### config.mk
export PLATFORM = sky130hd
export DESIGN_NAME = dma_cmd_sched
export DESIGN_NICKNAME = d
export VERILOG_FILES = /design/src/rtl/dma_sched_pkg.sv /design/src/rtl/dma_cmd_sched_rr_arbiter.sv /design/src/rtl/dma_cmd_sched.sv
export SDC_FILE = /design/constraint.sdc
export NUM_CORES = 1
export LEC_CHECK = 0
export ABC_AREA = 1
export BUFFER_PORTS_ARGS = -buffer_cell sky130_fd_sc_hd__clkbuf_2
export CAP_MARGIN = 15
export CORE_AREA = 2 2 133 135
export DETAILED_ROUTE_END_ITERATION = 10
export DIE_AREA = 0 0 135 137
export PLACE_DENSITY = 0.71
export SLEW_MARGIN = 25
export SYNTH_ARGS = -nofsm -noshare
export SYNTH_HDL_FRONTEND = slang
export SYNTH_HIERARCHICAL = 1
export SYNTH_SLANG_ARGS = --single-unit
### constraint.sdc
create_clock -name clk -period 5.55 [get_ports clk]
set_input_delay 0.8325 -clock clk [delete_from_list [all_inputs] [get_ports clk]]
set_output_delay 0.8325 -clock clk [all_outputs]
set_load 0.02 [all_outputs]
### src/rtl/dma_sched_pkg.sv
// Shared types for the DMA command scheduler: FSM states, the latched command record, alignment helper.
// Pure declarations; no latency or backpressure of its own.
package dma_sched_pkg;

    typedef enum logic [1:0] {
        IDLE  = 2'd0,
        ISSUE = 2'd1,
        WAIT  = 2'd2,
        RESP  = 2'd3
    } sched_st_e;

    // Channel index field sized for the largest supported channel count (16).
    localparam int CH_W = 4;

    typedef struct packed {
        logic [31:0]     sa;
        logic [31:0]     len;
        logic [CH_W-1:0] ch;
        logic            err;
    } dma_cmd_t;

    function automatic logic beat_misaligned(input logic [31:0] addr, input int unsigned l);
        logic [31:0] mask;
        mask = (32'd1 << l) - 32'd1;
        return (addr & mask) != 32'd0;
    endfunction

endpackage

### src/rtl/dma_cmd_sched_rr_arbiter.sv
// Combinational round-robin arbiter: grants the lowest requesting index at or after ptr, wrapping.
// Zero latency; no grant while en is low. The pointer register lives in the parent.
module rr_arbiter #(
    parameter int N  = 4,
    parameter int PW = $clog2(N)
) (
    input  logic [N-1:0]  req,
    input  logic [PW-1:0] ptr,
    input  logic          en,
    output logic [N-1:0]  gnt,
    output logic [PW-1:0] gnt_idx,
    output logic          any
);

    int          k;
    logic [PW-1:0] idx;

    always_comb begin
        gnt     = '0;
        gnt_idx = '0;
        any     = 1'b0;
        k       = 0;
        idx     = '0;
        for (int i = 0; i < N; i++) begin
            k = int'(ptr) + i;
            if (k >= N) begin
                k = k - N;
            end
            idx = PW'(k);
            if (en && !any && req[idx]) begin
                any      = 1'b1;
                gnt[idx] = 1'b1;
                gnt_idx  = idx;
            end
        end
    end

endmodule

### src/rtl/dma_cmd_sched.sv
// Round-robin DMA command scheduler in front of one burst partitioner; accept -> cfg valid in 1 cycle, ready rise -> done in 1 cycle.
// One command in flight: req_ready stays low outside IDLE, and the cfg command is held until the partitioner accepts it.
module dma_cmd_sched
    import dma_sched_pkg::*;
#(
    parameter int NCH    = 4,
    parameter int AXI_DW = 128
) (
    input  logic                  clk,
    input  logic                  reset,
    input  logic [NCH-1:0]        req_valid,
    output logic [NCH-1:0]        req_ready,
    input  logic [NCH-1:0][31:0]  req_sa,
    input  logic [NCH-1:0][31:0]  req_len,
    output logic [NCH-1:0]        done,
    output logic [NCH-1:0]        err,
    output logic                  busy,
    output logic                  cfg_dma_valid,
    input  logic                  cfg_dma_ready,
    output logic [31:0]           cfg_dma_sa,
    output logic [31:0]           cfg_dma_len
);

    localparam int L  = $clog2(AXI_DW / 8);
    localparam int PW = $clog2(NCH);

    sched_st_e       state;
    logic [PW-1:0]   rr_ptr;
    dma_cmd_t        cmd;
    logic            seen_busy;

    logic [NCH-1:0]  gnt;
    logic [PW-1:0]   gnt_idx;
    logic            gnt_any;
    logic [31:0]     sel_sa;
    logic [31:0]     sel_len;
    logic            sel_zero;
    logic            sel_bad;
    logic [PW-1:0]   ptr_nxt;
    logic [NCH-1:0]  ch_oh;

    rr_arbiter #(
        .N  (NCH),
        .PW (PW)
    ) u_arb (
        .req     (req_valid),
        .ptr     (rr_ptr),
        .en      (state == IDLE),
        .gnt     (gnt),
        .gnt_idx (gnt_idx),
        .any     (gnt_any)
    );

    always_comb begin
        sel_sa   = req_sa[gnt_idx];
        sel_len  = req_len[gnt_idx];
        sel_zero = (sel_len == 32'd0);
        // Zero length wins over misalignment: an empty command is a clean no-op.
        sel_bad  = !sel_zero && (beat_misaligned(sel_sa, L) || beat_misaligned(sel_len, L));
        ptr_nxt  = (gnt_idx == PW'(NCH - 1)) ? '0 : gnt_idx + PW'(1);
        ch_oh    = NCH'(1) << cmd.ch;
    end

    assign req_ready   = reset ? '0 : gnt;
    assign busy        = (state != IDLE);
    assign cfg_dma_sa  = cmd.sa;
    assign cfg_dma_len = cmd.len;

    always_ff @(posedge clk or posedge reset) begin
        if (reset) begin
            state         <= IDLE;
            rr_ptr        <= '0;
            cmd           <= '0;
            seen_busy     <= 1'b0;
            cfg_dma_valid <= 1'b0;
            done          <= '0;
            err           <= '0;
        end else begin
            done <= '0;
            err  <= '0;
            case (state)
                IDLE: begin
                    if (gnt_any) begin
                        cmd.sa  <= sel_sa;
                        cmd.len <= sel_len;
                        cmd.ch  <= CH_W'(gnt_idx);
                        cmd.err <= sel_bad;
                        rr_ptr  <= ptr_nxt;
                        if (sel_zero || sel_bad) begin
                            done  <= gnt;
                            err   <= sel_bad ? gnt : '0;
                            state <= RESP;
                        end else begin
                            cfg_dma_valid <= 1'b1;
                            state         <= ISSUE;
                        end
                    end
                end
                ISSUE: begin
                    if (cfg_dma_ready) begin
                        cfg_dma_valid <= 1'b0;
                        seen_busy     <= 1'b0;
                        state         <= WAIT;
                    end
                end
                WAIT: begin
                    // Ready straight after the handshake is stale; completion needs a busy period first.
                    if (!cfg_dma_ready) begin
                        seen_busy <= 1'b1;
                    end else if (seen_busy) begin
                        done  <= ch_oh;
                        err   <= ch_oh & {NCH{cmd.err}};
                        state <= RESP;
                    end
                end
                RESP: begin
                    state <= IDLE;
                end
                default: begin
                    state <= IDLE;
                end
            endcase
        end
    end

endmodule

==> metrics.txt <==
# clock sinks=81; Root Buffer=clkbuf_16; nets=1468; Area after DPL=7480 um^2; hold_buf cts=0; fin crit share=0.716; starting density of the core=0.360; CP arrival=4220 ps; grt total ovfl=0; cell area power density=738 nW/um^2; HP Class=reg2reg; Post-synth EDFFs=0; setup TNS=0 ps; syn nets=1229; syn_area_per_cell=6.43 um^2; # resized after CTS=0; final-report setup violation count=0; Async SR Flop Fraction=1.00; vias=6886; Worst Skew=3.86 ps; CTS clk-pin slew, worst paths=60 ps; Wirelength per Cell=15.4 um; Die X=135 um; worst skew pair latency=340 ps; First-pass DRT Iterations=5; Filler cells=1788; Worst Hold Slack=477 ps; antenna-violating nets left=0; CTS tree=built; Inserted Clock Buffers=9; fraction of layout cells with a size suffix above 1=0.325; Yosys cell types=27; multi-input logic area=3280 um^2; synth top area cells=dfrtp_1 33%, nand2_1 20%, nor2_1 8.1%, o21ai_0 8.1%, buf_4 8.0%; fin. max-slew vios=0; Synth top cells by count=322 x nand2_1, 132 x nor2_1, 99 x o21ai_0; Final Hold Violating Endpoints=0; vias in the first global route=6071; kind of critical path=reg2reg; largest net degree at the start of global routing=92; GPL Wtd Cong=0.900; fmax=252 MHz; Ys Warns=6; CP startpoint kind=flop; RSZ-0062 raised after global routing=false; GRT Resource Usage Total=0.226; Post-CTS Setup Inserts=0; Worst-Margin Slew=828 ps; H-tree depth=3; Detailed Place HPWL=17000 um; CORE AREA=17100 um^2; Data required, critical path=5800 ps; Design Area, Final=7780 um^2; Crit. End Element=flop; Max Buffers Root-to-Sink=2; max cap viols=0; initial antenna violation count=2; register area share after synthesis=0.330; fin crit period=3970 ps; Syn Std Cell Area=6140 um^2; largest area contributor in the netlist=dfrtp_1; status=finished clean; Slew headroom=0.448; register area=2030 um^2; Routed WL=22000 um; die area=18500 um^2; post-synthesis register bit count=81; 1st-iter DRT viols=361; ys flop type=dfrtp_1; first-pass GRT wire length=31900 um; CP max FO=75; Port Buffers=340; chip height=137 um; IO Count=341; Avg Vias per Cell=4.84; Residual DRC=0; most common cell in the netlist=nand2_1; Leakage=4.33 nW; Synth top area share=0.330; row count=48; peak supply drop=0.617 mV; gate count of the mapped netlist=954; synth-to-layout area growth=26.7%
==> critical path, cell delays in order, from the launching register on <==
cell     delay [ps]
dfrtp_1         560
inv_1           220
ha_1            360
inv_1            90
nand3_1          90
nand2_1          50
nor2_1          350
nand4_1         220
nand2_4         130
buf_4           560
nand2_1         120
nand3_1         120
nand2_1         100
nand2_1          80
nor2_1           40
nand2_1          90
nor2_1           60
nand2_1         140
nand3_1         220
o22ai_1         200
==> cell families (layout without fill, tap and decap cells) <==
family | Yosys count | after routing | synth area share
flip-flops | 81 | 81 | 0.330
other | 0 | 2 | 0
AND/OR/NAND/NOR | 569 | 569 | 0.386
AO/OA/AOI/OAI | 140 | 140 | 0.122
buffers and inverters | 152 | 395 | 0.138
adder cells (fa/ha/maj) | 12 | 12 | 0.0245
==> layout make-up <==
type | instances | share of cell area
Multi-Input combinational cell | 721 | 0.422
Sequential cell | 81 | 0.261
Timing Repair Buffer | 348 | 0.227
Tap cell | 225 | 0.0362
Clock buffer | 12 | 0.0330
Inverter | 32 | 0.0159
Clock inverter | 3 | 0.00515
Antenna cell | 2 | 0.000644
==> state kept, by name, indices dropped and copies added, names as in the netlist <==
| name | count |
|---|---|
| cmd | 3 |
| cfg_dma_valid | 1 |
| seen_busy | 1 |
| cfg_dma_sa | 32 |
| state | 2 |
| done | 4 |
| rr_ptr | 2 |
| cfg_dma_len | 32 |
| err | 4 |
==> cells in the final DEF, fill, tap and decap left out, types with 2 or more instances in the layout <==
cell | synthesis | final
inv_2 | 7 | 7
buf_4 | 65 | 8
clkbuf_2 | 0 | 340
a21oi_1 | 2 | 2
o21ai_0 | 99 | 99
nand3_2 | 5 | 5
dfrtp_1 | 81 | 81
nand2_2 | 3 | 4
nor3_2 | 5 | 5
diode_2 | 0 | 2
nand4_1 | 10 | 10
o22ai_1 | 17 | 17
nand2_1 | 322 | 319
inv_1 | 24 | 22
ha_1 | 12 | 12
nor2_1 | 132 | 132
nor3_1 | 2 | 2
o21ai_1 | 4 | 4
clkbuf_16 | 0 | 9
clkbuf_8 | 0 | 2
clkinv_2 | 0 | 3
a31oi_1 | 17 | 17
nand2_4 | 1 | 3
nand3_1 | 86 | 86
==> stage by stage <==
stage          instances  total power, W  setup slack [ps]   util
6_report            1424         0.00574              1580  0.456
5_1_grt             1423         0.00633              1160  0.456
4_1_cts             1422         0.00581              1550  0.456
3_5_place_dp        1407         0.00519              1590  0.438
3_3_place_gp        1407         0.00513              1660  0.438
2_1_floorplan        954         0.00436              2530      -
==> power by group <==
group          switching [W]  internal [W]
clock               0.000237      0.000369
sequential          0.000172      0.000884
combinational        0.00285       0.00123
total                0.00326       0.00248
==> worst paths after layout <==
kind                                            start                           to  slack [ps]  depth (start not counted)
min in group asynchronous                       reset            done[1]$_DFF_PP0_         640                          2
setup / recovery                rr_ptr[1]$_DFFE_PP0P_             err[1]$_DFF_PP0_        1580                         19
setup reg to reg                rr_ptr[1]$_DFFE_PP0P_             err[1]$_DFF_PP0_        1580                         19
hold reg to reg            cfg_dma_sa[20]$_DFFE_PP0P_   cfg_dma_sa[20]$_DFFE_PP0P_         480                          2
max in group asynchronous                       reset  cfg_dma_len[13]$_DFFE_PP0P_        3920                          3
hold / removal             cfg_dma_sa[20]$_DFFE_PP0P_   cfg_dma_sa[20]$_DFFE_PP0P_         480                          2
==> routing by layer <==
metal  part of all wire  routed length [um]  global-route usage
met5                  0                   0                   0
met4              0.022                 473              0.0851
met3              0.077                1690              0.0559
met2               0.50               11100               0.408
met1               0.40                8740               0.257
Power figures use the tool's default switching activity.
